### src/rtl/mult_sequencer_if.sv
// Handshake/bus bundle between the pipeline and the mult/multu sequencer.
// master = pipeline side (start, operands, mfhi/mflo requests), slave = sequencer.
interface mult_sequencer_if #(
    parameter int WIDTH = 32
);
    logic             start;
    logic             sgn;
    logic [WIDTH-1:0] srca;
    logic [WIDTH-1:0] srcb;
    logic             rd_hi_req;
    logic             rd_lo_req;
    logic             accept;
    logic             busy;
    logic             stall;
    logic             done;
    logic [WIDTH-1:0] hi;
    logic [WIDTH-1:0] lo;

    modport master (
        output start, sgn, srca, srcb, rd_hi_req, rd_lo_req,
        input  accept, busy, stall, done, hi, lo
    );

    modport slave (
        input  start, sgn, srca, srcb, rd_hi_req, rd_lo_req,
        output accept, busy, stall, done, hi, lo
    );
endinterface

### src/rtl/mult_sequencer.sv
// Iterative radix-2 shift-add multiplier for mult/multu, owning HI/LO.
// Ports: clk, reset (sync, active-low), bus (slave): start/sgn/srca/srcb,
//   rd_hi_req/rd_lo_req in; accept/busy/stall/done/hi/lo out.
module mult_sequencer #(
    parameter int WIDTH = 32
) (
    input  logic           clk,
    input  logic           reset,
    mult_sequencer_if.slave bus
);
    localparam int CW = $clog2(WIDTH);

    typedef enum logic [1:0] {
        IDLE,
        RUN,
        SIGN
    } state_t;

    state_t             state_q, state_d;
    logic [WIDTH-1:0]   mcand_q, mcand_d;
    logic [WIDTH-1:0]   mplr_q, mplr_d;
    logic [2*WIDTH-1:0] acc_q, acc_d;
    logic [CW-1:0]      cnt_q, cnt_d;
    logic               neg_q, neg_d;
    logic [WIDTH-1:0]   hi_q, hi_d;
    logic [WIDTH-1:0]   lo_q, lo_d;
    logic               done_q, done_d;

    logic               busy;
    logic               accept;
    logic [WIDTH:0]     sum;
    logic [WIDTH-1:0]   addend;
    logic [2*WIDTH-1:0] prod;

    assign busy   = (state_q != IDLE);
    assign accept = bus.start & ~busy;

    always_comb begin
        state_d = state_q;
        mcand_d = mcand_q;
        mplr_d  = mplr_q;
        acc_d   = acc_q;
        cnt_d   = cnt_q;
        neg_d   = neg_q;
        hi_d    = hi_q;
        lo_d    = lo_q;
        done_d  = 1'b0;
        addend  = '0;
        sum     = '0;
        prod    = '0;
        unique case (state_q)
            IDLE: begin
                if (accept) begin
                    // 0x80..0 negates to itself, which is 2^(W-1) unsigned.
                    mcand_d = (bus.sgn & bus.srca[WIDTH-1]) ? -bus.srca : bus.srca;
                    mplr_d  = (bus.sgn & bus.srcb[WIDTH-1]) ? -bus.srcb : bus.srcb;
                    neg_d   = bus.sgn & (bus.srca[WIDTH-1] ^ bus.srcb[WIDTH-1]);
                    acc_d   = '0;
                    cnt_d   = '0;
                    state_d = RUN;
                end
            end
            RUN: begin
                // Add into the upper half with carry, then shift right so
                // the carry lands in the MSB of the accumulator.
                addend  = mplr_q[0] ? mcand_q : '0;
                sum     = {1'b0, acc_q[2*WIDTH-1:WIDTH]} + {1'b0, addend};
                acc_d   = {sum, acc_q[WIDTH-1:1]};
                mplr_d  = mplr_q >> 1;
                cnt_d   = cnt_q + 1'b1;
                if (cnt_q == CW'(WIDTH-1)) begin
                    state_d = SIGN;
                end
            end
            SIGN: begin
                prod    = neg_q ? -acc_q : acc_q;
                hi_d    = prod[2*WIDTH-1:WIDTH];
                lo_d    = prod[WIDTH-1:0];
                done_d  = 1'b1;
                state_d = IDLE;
            end
            default: begin
                state_d = IDLE;
            end
        endcase
    end

    always_ff @(posedge clk) begin
        if (!reset) begin
            state_q <= IDLE;
            mcand_q <= '0;
            mplr_q  <= '0;
            acc_q   <= '0;
            cnt_q   <= '0;
            neg_q   <= 1'b0;
            hi_q    <= '0;
            lo_q    <= '0;
            done_q  <= 1'b0;
        end else begin
            state_q <= state_d;
            mcand_q <= mcand_d;
            mplr_q  <= mplr_d;
            acc_q   <= acc_d;
            cnt_q   <= cnt_d;
            neg_q   <= neg_d;
            hi_q    <= hi_d;
            lo_q    <= lo_d;
            done_q  <= done_d;
        end
    end

    // A reader of HI/LO is younger than any starting or in-flight mult.
    assign bus.stall  = ((bus.rd_hi_req | bus.rd_lo_req) & (busy | bus.start))
                      | (bus.start & busy);
    assign bus.accept = accept;
    assign bus.busy   = busy;
    assign bus.done   = done_q;
    assign bus.hi     = hi_q;
    assign bus.lo     = lo_q;
endmodule

### src/flat_wrapper.sv
// flat-port wrapper written by rule: the top's interface ports become plain ports
module mult_sequencer_flat 
#(
    parameter int WIDTH = 32
)
  (clk, reset, bus_start, bus_sgn, bus_srca, bus_srcb, bus_rd_hi_req, bus_rd_lo_req, bus_accept, bus_busy, bus_stall, bus_done, bus_hi, bus_lo);
  mult_sequencer_if #(.WIDTH(WIDTH)) bus_i ();
  input  logic clk;
  input  logic reset;
  input wire logic [$bits(bus_i.start)-1:0] bus_start;
  input wire logic [$bits(bus_i.sgn)-1:0] bus_sgn;
  input wire logic [$bits(bus_i.srca)-1:0] bus_srca;
  input wire logic [$bits(bus_i.srcb)-1:0] bus_srcb;
  input wire logic [$bits(bus_i.rd_hi_req)-1:0] bus_rd_hi_req;
  input wire logic [$bits(bus_i.rd_lo_req)-1:0] bus_rd_lo_req;
  output wire logic [$bits(bus_i.accept)-1:0] bus_accept;
  output wire logic [$bits(bus_i.busy)-1:0] bus_busy;
  output wire logic [$bits(bus_i.stall)-1:0] bus_stall;
  output wire logic [$bits(bus_i.done)-1:0] bus_done;
  output wire logic [$bits(bus_i.hi)-1:0] bus_hi;
  output wire logic [$bits(bus_i.lo)-1:0] bus_lo;
  assign bus_i.start = bus_start;
  assign bus_i.sgn = bus_sgn;
  assign bus_i.srca = bus_srca;
  assign bus_i.srcb = bus_srcb;
  assign bus_i.rd_hi_req = bus_rd_hi_req;
  assign bus_i.rd_lo_req = bus_rd_lo_req;
  assign bus_accept = bus_i.accept;
  assign bus_busy = bus_i.busy;
  assign bus_stall = bus_i.stall;
  assign bus_done = bus_i.done;
  assign bus_hi = bus_i.hi;
  assign bus_lo = bus_i.lo;
  mult_sequencer #(.WIDTH(WIDTH)) u_core (.clk(clk), .reset(reset), .bus(bus_i));
endmodule
### config.mk
export PLATFORM = sky130hd
export DESIGN_NAME = mult_sequencer_flat
export DESIGN_NICKNAME = d
export VERILOG_FILES = /design/src/rtl/mult_sequencer_if.sv /design/src/rtl/mult_sequencer.sv /design/src/flat_wrapper.sv
export SDC_FILE = /design/constraint.sdc
export NUM_CORES = 1
export LEC_CHECK = 0
export BUFFER_PORTS_ARGS = -buffer_cell sky130_fd_sc_hd__buf_2
export CORE_ASPECT_RATIO = 0.5
export CORE_MARGIN = 2
export CORE_UTILIZATION = 59
export DETAILED_ROUTE_END_ITERATION = 16
export GPL_TIMING_DRIVEN = 0
export HOLD_SLACK_MARGIN = 0.03
export PLACE_DENSITY_LB_ADDON = 0.3
export SYNTH_ARGS = -nofsm -noshare
export SYNTH_HDL_FRONTEND = slang
export SYNTH_SLANG_ARGS = --single-unit
### constraint.sdc
create_clock -name clk -period 4.5 [get_ports clk]
set_clock_uncertainty 0.2 [all_clocks]
set_input_delay 0 -clock clk [delete_from_list [all_inputs] [get_ports clk]]
set_output_delay 0 -clock clk [all_outputs]
set_load 0.005 [all_outputs]
==> impl_metrics.toml, run 1 <==
[clock_tree]
cts_tree = "built"
cts-root-buf = "sky130_fd_sc_hd__clkbuf_16"
worst_skew_pair.late_latency_ns = 0.52
clk_sinks = 201
ctsHtreeMaxLevel = 1
clock_transition_at_the_register_clock_pins_on_the_worst_setup_and_hold_paths_after_cts_ns = 0.06
postCtsSetupRepairBufs = 0
max-clock-path-buffers = 3
cts_buffers = 20

[global_route]
wire_length_of_the_first_global_routing_pass_um = 63400
via_count_of_the_first_global_routing_pass = 12100
grt_overflow_total = 0
grt_antenna_before_repair = 0
grt.total_usage_pct = 39.8
grt_start_max_net_pins = 16

[layout]
combined_area_of_the_multi_input_logic_cells_mm2 = 0.00683
drive_above_1_share_pct = 11.5
register_area_mm2 = 0.00402
mostFrequentLayoutCells = "sky130_fd_sc_hd__nor2_1 (207), sky130_fd_sc_hd__dfxtp_1 (201), sky130_fd_sc_hd__buf_2 (136), sky130_fd_sc_hd__dlygate4sd3_1 (113), sky130_fd_sc_hd__nand2_1 (98)"
final_common_cell = "sky130_fd_sc_hd__nor2_1"
fillCellCount = 1323
antenna_cells_inserted = 0
syn2layout_area_growth_pct = 25.2
num-nets-final = 1767

[sta]
finalSetupViolCount = 0
final_max_slew_viol_count = 0
max_freq_mhz = 226
final.hold.worst_slack_ns = 0.199
rsz_0062_raised_after_global_routing = "no"
finalHoldViolations = 0
final.min_clock_period_ns = 4.43
setup_total_negative_slack_ns = 0
worst_pin_slew_ns = 0.911
min_period_over_period_pct = 98.5
maxSlewHeadroom_pct = 38.7

[min_path]
timing.hold.worst.class = "in2out"

[route]
first_pass_iters = 8
drtIter0Drc = 1664
route.detailed.drc = 0
overall_via_count_from_detail_route = 12600
routed_wire_length_um = 41100
routed_wire_length_per_instance_um = 21.3
detail-route-antenna-nets = 0
vias_per_cell = 6.50

[critical_path]
path_class = "in2reg"
crit_path_end_kind = "flop"
timing.critical_path.arrival_ns = 4.69
critPathMaxFanout = 8
worst_setup_path_start_kind = "input port"
timing.critical_path.required_ns = 4.75

[logic_synthesis]
ys_warn_count = 0
post_synthesis_cell_area_mm2 = 0.0113
mean_syn_cell_area_um2 = 8.14
cells_after_synthesis = 1388
syn-num-nets = 1496
synth_cell_types = 63
synth-seq-cells = 201
ys_dominant_reg_cell = "sky130_fd_sc_hd__dfxtp_1"
synth_edf_count = 0
synth-seq-area-share_pct = 35.6
async_sr_flop_fraction_pct = 0

[status]
status = "finished clean"

[pwr]
leakage_uw = 0.00580
power.density_cell_area_mw_per_mm2 = 307
irDropWorstVdd_uv = 263

[job]
cap_violations = 0

[floorplan]
die_x_um = 200
die_y_um = 102
boundaryPins = 138
initial_util_pct = 60.9
fp.dieArea_mm2 = 0.0203
row_count = 35
fp.coreArea_mm2 = 0.0186

[placement]
port-buffer-count = 136
routabilityCongestion = 0.971
hpwl_um = 27000
==> metal layers <==
| metal | track usage, % | share of wire [%] | vias to the layer above |
|---|---|---|---|
| met2 | 63.1 | 43 | 941 |
| met4 | 21.0 | 5.4 | 0 |
| met1 | 52.4 | 41 | 5765 |
| li1 | - | - | 5612 |
| met5 | 0 | 0 | - |
| met3 | 7.46 | 11 | 245 |
==> repair_timing <==
item	in CTS	in global routing
hold buffers	113	0
endpoints found under the setup margin	0	2
resized for setup	0	2
hold endpoints to repair	72	0
==> sequential cells by signal, indices dropped and copies added (netlist names) <==
register	count
u_core.mcand_q	32
u_core.bus.lo	32
u_core.mplr_q	32
u_core.neg_q	1
u_core.bus.hi	32
u_core.cnt_q	5
u_core.acc_q	64
u_core.state_q	2
u_core.bus.done	1
==> logic make-up (layout without fill, tap and decap cells) <==
kind of cell	Yosys count	count (layout)	share of synthesized area [%]
compound gates	413	413	25.3
xor+xnor	133	133	10.3
fa+ha+maj	39	39	4.36
buf+inv	116	401	4.02
flops	201	201	35.6
mux	2	2	0.177
simple gates	484	484	20.2
==> final cells by class <==
type	count	area share [%]
repair buffers	249	12.8
inverters	26	0.690
well taps	259	2.29
clock buffers	25	3.74
plain buffers	90	2.52
clock inverters	11	1.24
flip-flops and latches	201	28.4
multi-input cells	1071	48.3
==> cell usage after synthesis, drive strengths merged (5+ instances only) <==
cell	number	area share, %
a211oi	68	4.5
a21o	13	0.86
a21oi	84	3.7
a222oi	30	2.7
a22oi	41	2.7
a311oi	5	0.39
a31oi	6	0.33
and2	38	2.1
and3	8	0.44
buf	12	0.56
clkbuf	78	2.6
dfxtp	201	36
ha	37	4.1
inv	25	0.83
nand2	98	3.3
nand2b	10	0.55
nand3	23	1.0
nand4	6	0.33
nor2	207	6.9
nor2b	5	0.28
nor3	14	0.62
nor4	15	0.89
o211ai	6	0.40
o21a	7	0.46
o21ai	73	3.3
o31ai	33	2.2
o41ai	21	1.8
or2	11	0.61
or3	22	1.4
or4	18	1.3
xnor2	48	3.7
xor2	85	6.6
==> per-stage QoR <==
step                      total power [µW]  instance area, µm²  instances  setup slack [ns]  util (%)
after floorplan                       2200               11300       1388              1.23         -
after global placement                2360               12300       1783             0.196      66.3
after detailed placement              2380               12300       1783             0.244      66.3
after CTS                             4260               14100       1932             0.164      76.2
after global routing                  4450               14100       1932            0.0297      76.2
final                                 4350               14100       1932            0.0690      76.2
==> worst paths after layout <==
| kind | startpoint | endpoint | slack [ns] | depth (start not counted) |
|---|---|---|---|---|
| max reg2reg | u_core.mplr_q[0] | u_core.acc_q[63] | 0.36 | 13 |
| min reg2reg | u_core.mcand_q[28] | u_core.mcand_q[28] | 0.26 | 2 |
| max | bus_srca[8] | u_core.mcand_q[31] | 0.07 | 12 |
| min | bus_rd_hi_req | bus_stall | 0.20 | 4 |
==> report_power, final <==
part	internal, µW	total [µW]	switching (µW)
registers	1830	1880	44.3
logic	255	632	377
clock network	1080	1840	764
total	3160	4350	1180
==> worst max-delay path: stages <==
cell                            delay [ns]
sky130_fd_sc_hd__dlygate4sd3_1        0.56
sky130_fd_sc_hd__buf_2                0.17
sky130_fd_sc_hd__or4_1                0.58
sky130_fd_sc_hd__or3_1                0.37
sky130_fd_sc_hd__or3_1                0.31
sky130_fd_sc_hd__clkbuf_1             0.20
sky130_fd_sc_hd__or4_1                0.60
sky130_fd_sc_hd__o41ai_2              0.34
sky130_fd_sc_hd__nand3_1              0.20
sky130_fd_sc_hd__dlygate4sd3_1        0.66
sky130_fd_sc_hd__a21oi_1              0.14
sky130_fd_sc_hd__dlygate4sd3_1        0.56
Note: power is estimated with default switching activity, not from simulation.
==> run 2, diff against run 1 <==
Settings changed: CORE_MARGIN 2 to not set.
==> impl_metrics.toml, run 2 (synthesized netlist as in run 1, its figures left out) <==
[global_route]
grt_start_max_net_pins = 16
grt.total_usage_pct = 39.2
wire_length_of_the_first_global_routing_pass_um = 61200
grt_overflow_total = 0
via_count_of_the_first_global_routing_pass = 11700
grt_antenna_before_repair = 1

[critical_path]
critPathMaxFanout = 8
cp.buffers_inverters = 5
timing.critical_path.arrival_ns = 4.55
critPathMostFrequentCell = "sky130_fd_sc_hd__dlygate4sd3_1"
cpLargestDelayFamily = "buffers and inverters"
worst_setup_path_start_kind = "input port"
crit_path_end_kind = "flop"
path_class = "in2reg"
ordered_cell_list_for_the_critical_path = "dlygate4sd3_1, buf_2, or4_1, or3_1, or3_1, clkbuf_1, or4_1, o41ai_2, nand3_1, dlygate4sd3_1, a21oi_1, dlygate4sd3_1"
max_stage_delay_ns = 0.63
critical-path-slowest-cell = "sky130_fd_sc_hd__dlygate4sd3_1"
timing.critical_path.required_ns = 4.76
r2r_slack_ns = 0.26

[pwr]
cell_internal_pwr_uw = 3000
irDropWorstVdd_uv = 287
switching_share_pct = 27.4
p_seq_share_pct = 45.3
design_power_uw = 4130
share_comb_of_total_power_pct = 14.8
p_switching_uw = 1130
power.density_cell_area_mw_per_mm2 = 294
pwr-share-clk_pct = 39.9
leakage_uw = 0.00577

[route]
first_pass_iters = 6
vias_per_cell = 6.40
overall_via_count_from_detail_route = 12300
route.detailed.drc = 0
drtIter0Drc = 1217
routed_wire_length_per_instance_um = 20.3
detail-route-antenna-nets = 0
routed_wire_length_um = 39100

[clock_tree]
clk_sinks = 201
cts-root-buf = "sky130_fd_sc_hd__clkbuf_16"
max-clock-path-buffers = 3
worst_skew_pair.late_latency_ns = 0.52
cts_buffers = 20
cts_tree = "built"
ctsHtreeMaxLevel = 1
clock_transition_at_the_register_clock_pins_on_the_worst_setup_and_hold_paths_after_cts_ns = 0.06
postCtsSetupRepairBufs = 0

[layout]
mostFrequentLayoutCells = "sky130_fd_sc_hd__nor2_1 (207), sky130_fd_sc_hd__dfxtp_1 (201), sky130_fd_sc_hd__buf_2 (136), sky130_fd_sc_hd__dlygate4sd3_1 (111), sky130_fd_sc_hd__nand2_1 (98)"
flip_flop_count_of_the_largest_register_all_copies_and_words_added = 64
final_common_cell = "sky130_fd_sc_hd__nor2_1"
syn2layout_area_growth_pct = 24.4
post_layout_nonfiller_instances = 1930
share_of_the_core_filled_with_cells_pct = 75.7
num-nets-final = 1765
largest_register = "u_core.acc_q"
drive_above_1_share_pct = 11.5

[sta]
final_max_slew_viol_count = 0
finalSetupViolCount = 0
min_period_over_period_pct = 95.3
setup_total_negative_slack_ns = 0
max_freq_mhz = 233
maxSlewHeadroom_pct = 29.8
finalHoldViolations = 0
final.min_clock_period_ns = 4.29
rsz_0062_raised_after_global_routing = "no"
worst_pin_slew_ns = 1.04

[placement]
port-buffer-count = 136
place.detailed.instances = 1783
routabilityCongestion = 0.953
hpwl_um = 27000

[floorplan]
boundaryPins = 138
fp.dieArea_mm2 = 0.0197
row_count = 35
initial_util_pct = 60.9
die_x_um = 198
die_y_um = 99.9
fp.coreArea_mm2 = 0.0186

[min_path]
timing.hold.worst.class = "in2out"

[job]
cap_violations = 0

[status]
status = "finished clean"
-- run 2: cell count changes in the layout (fill, tap and decap cells not counted), sizes merged --
cell,change
clkbuf,+1
clkinvlp,-1
clkinv,+1
diode,+1
inv,+1
bufinv,-3
dlygate4sd3,-2
-- run 2: path summary, 6_finish.rpt --
kind                       from            endpoint  depth (start not counted)
max                 bus_srca[8]  u_core.mcand_q[31]                         12
min reg2reg  u_core.mcand_q[29]  u_core.mcand_q[29]                          2
min               bus_rd_lo_req           bus_stall                          4
max reg2reg    u_core.mplr_q[0]    u_core.acc_q[63]                         13
-- run 2: repair_timing --
action / in CTS / in global routing
endpoints found under the hold margin: 72 / 0
setup endpoints to repair: 0 / 3
gates resized for setup: 0 / 2
hold buffers: 111 / 0
-- run 2: final cells by class --
cell class / count / area, µm²
multi-input combinational: 1071 / 6830
fill: 1352 / 4510
sequential: 201 / 4020
timing repair buffer: 247 / 1790
clock buffer: 26 / 543
buffer: 90 / 357
tap: 259 / 324
inverter: 26 / 97.6
clock inverter: 9 / 87.6
antenna: 1 / 2.50
-- run 2: through the flow --
step	hold slack, ns	cell area [µm²]	setup slack (ns)
floorplan	-0.0640	11300	1.23
global placement	0.101	12300	0.187
detailed placement	0.116	12300	0.151
CTS	0.194	14000	0.124
global route	0.235	14100	0.0500
finish	0.218	14100	0.210
-- run 2: metal layers --
metal / track usage [%] / part of all wire (%)
met4: 18.1 / 4.3
met2: 62.4 / 43
met1: 51.9 / 41
met3: 7.39 / 11
met5: 0 / 0
-- run 2: power by group through the flow --
stage | Combinational (µW) | Sequential, µW | Clock, µW
3_5_place_dp | 473 | 1910 | 0
4_1_cts | 571 | 1870 | 1650
2_1_floorplan | 308 | 1890 | 0
5_1_grt | 650 | 1880 | 1720
6_report | 612 | 1870 | 1650
3_3_place_gp | 458 | 1900 | 0
-- run 2: worst register-to-register path, cell delays in order (launching register included) --
cell                       delay, ns
sky130_fd_sc_hd__dfxtp_1        0.42
sky130_fd_sc_hd__clkbuf_1       0.47
sky130_fd_sc_hd__and2_1         0.21
sky130_fd_sc_hd__ha_1           0.19
sky130_fd_sc_hd__inv_1          0.07
sky130_fd_sc_hd__fa_1           0.39
sky130_fd_sc_hd__nand2b_1       0.23
sky130_fd_sc_hd__a211oi_1       0.35
sky130_fd_sc_hd__nor4_1         0.10
sky130_fd_sc_hd__nor2_1         0.25
sky130_fd_sc_hd__a21oi_1        0.16
sky130_fd_sc_hd__o311ai_1       0.67
sky130_fd_sc_hd__a21oi_1        0.16
sky130_fd_sc_hd__o41ai_1        0.31
==> run 3, diff against run 2 <==
Settings changed: CAP_MARGIN set to 20, RECOVER_POWER set to 50.
==> impl_metrics.toml, run 3 (synthesized netlist as in run 1, its figures left out) <==
[clock_tree]
cts_tree = "built"
cts_buffers = 20
cts-root-buf = "sky130_fd_sc_hd__clkbuf_16"
max-clock-path-buffers = 3
ctsHtreeMaxLevel = 1
worst_skew_pair.late_latency_ns = 0.52
clock_transition_at_the_register_clock_pins_on_the_worst_setup_and_hold_paths_after_cts_ns = 0.06
clk_sinks = 201

[global_route]
grt_start_max_net_pins = 16
grt.total_usage_pct = 39.2
via_count_of_the_first_global_routing_pass = 11700
grt_overflow_total = 0
grt_antenna_before_repair = 1
wire_length_of_the_first_global_routing_pass_um = 61200

[floorplan]
die_y_um = 99.9
fp.dieArea_mm2 = 0.0197
boundaryPins = 138
die_x_um = 198
initial_util_pct = 60.9
row_count = 35
fp.coreArea_mm2 = 0.0186

[layout]
fillCellCount = 1380
num-nets-final = 1765
largest_register = "u_core.acc_q"
final_common_cell = "sky130_fd_sc_hd__nor2_1"
syn2layout_area_growth_pct = 24.0
flip_flop_count_of_the_largest_register_all_copies_and_words_added = 64
mostFrequentLayoutCells = "sky130_fd_sc_hd__nor2_1 (207), sky130_fd_sc_hd__dfxtp_1 (201), sky130_fd_sc_hd__clkbuf_1 (124), sky130_fd_sc_hd__dlygate4sd3_1 (111), sky130_fd_sc_hd__buf_2 (99)"
drive_above_1_share_pct = 9.22

[route]
routed_met1_length_um = 16300
route.detailed.drc = 0
met3_wirelength_um = 4240
first_pass_iters = 7
routed_wire_length_um = 39200
detailroute.wirelength.met2_um = 16900
detail-route-antenna-nets = 0
top_signal_layer_used = "met4"
vias_per_cell = 6.39
overall_via_count_from_detail_route = 12300
drtIter0Drc = 1209
routed_wire_length_per_instance_um = 20.3

[critical_path]
critPathMostFrequentCell = "sky130_fd_sc_hd__dlygate4sd3_1"
timing.critical_path.arrival_ns = 4.57
worstReg2RegEnd = "u_core.acc_q[63]"
worst_setup_path_startpoint = "bus_srca[8]"
timing.critical_path.required_ns = 4.76
critPathMaxFanout = 8
crit_path_end_kind = "flop"
crit_path_end = "u_core.mcand_q[31]"
r2r_slack_ns = 0.25
ff2ff_path_depth = 13
max_stage_delay_ns = 0.64
path_class = "in2reg"
worst_setup_path_start_kind = "input port"
worst_r2r_startpoint = "u_core.mplr_q[0]"
critical-path-slowest-cell = "sky130_fd_sc_hd__dlygate4sd3_1"
ordered_cell_list_for_the_critical_path = "dlygate4sd3_1, clkbuf_1, or4_1, or3_1, or3_1, clkbuf_1, or4_1, o41ai_2, nand3_1, dlygate4sd3_1, a21oi_1, dlygate4sd3_1"

[sta]
finalSetupViolCount = 0
setup_total_negative_slack_ns = 0
finalHoldViolations = 0
maxSlewHeadroom_pct = 37.6
worst_pin_slew_ns = 0.927
final_max_slew_viol_count = 0
final.min_clock_period_ns = 4.31
max_freq_mhz = 232
min_period_over_period_pct = 95.7
rsz_0062_raised_after_global_routing = "no"

[job]
cap_violations = 0

[pwr]
leakage_uw = 0.00561
design_power_uw = 4130
power.density_cell_area_mw_per_mm2 = 295
irDropWorstVdd_uv = 286

[min_path]
timing.hold.worst.class = "in2out"
hp-start = "bus_rd_hi_req"

[placement]
routabilityCongestion = 0.953
port-buffer-count = 136
hpwl_um = 27000

[status]
status = "finished clean"
==> run 3: metal layers <==
| metal | vias up | global-route usage [%] |
|---|---|---|
| li1 | 5620 | - |
| met3 | 170 | 7.39 |
| met5 | - | 0 |
| met2 | 808 | 62.4 |
| met1 | 5736 | 51.9 |
| met4 | 0 | 18.1 |
==> run 3: stage by stage <==
stage                     cells  cell area (µm²)  util (%)  setup slack (ns)  hold slack, ns
final                      1931            14000      75.5             0.191           0.215
after global routing       1930            14000      75.4            0.0500           0.235
after CTS                  1929            14000      75.7             0.124           0.194
after detailed placement   1783            12300      66.3             0.151           0.116
after global placement     1783            12300      66.3             0.187           0.101
after floorplan            1388            11300         -              1.23         -0.0640
==> run 3: repair_timing <==
item | 4_1_cts | 5_1_grt
endpoints found under the setup margin | 0 | 3
hold buffers | 111 | 0
setup buffers | 0 | 0
hold endpoints to repair | 72 | 0
resized for setup | 0 | 2
==> run 3: final cells by class <==
class                           instances  area, µm²  share of cell area, %
Multi-Input combinational cell       1071       6830                   48.7
Tap cell                              259        324                   2.31
Antenna cell                            2       5.00                 0.0357
Timing Repair Buffer                  247       1750                   12.5
Buffer                                 90        357                   2.55
Clock buffer                           26        543                   3.88
Sequential cell                       201       4020                   28.7
Clock inverter                          9       87.6                  0.625
Inverter                               26       97.6                  0.697
==> run 3: power breakdown <==
part	leakage, µW	total, µW	internal (µW)	switching, µW
logic	0.00367	612	252	361
registers	0.00163	1870	1830	40.3
clock network	0.000311	1650	917	733
total	0.00561	4130	3000	1130
==> run 3: worst max-delay path, delay by kind of cell <==
| kind | cells | cell delay (ns) |
|---|---|---|
| AO/OA/AOI/OAI | 2 | 0.45 |
| buffers and inverters | 5 | 2.09 |
| AND/OR/NAND/NOR | 5 | 2.03 |
==> run 3: worst min-delay path by stage <==
stage,end,slack [ns],cells past startpoint
floorplan,u_core.mcand_q[0],-0.06,2
global placement,u_core.mcand_q[27],0.10,3
detailed placement,u_core.mcand_q[1],0.12,3
CTS,u_core.mcand_q[29],0.19,4
global route,bus_stall,0.23,4
finish,bus_stall,0.21,4
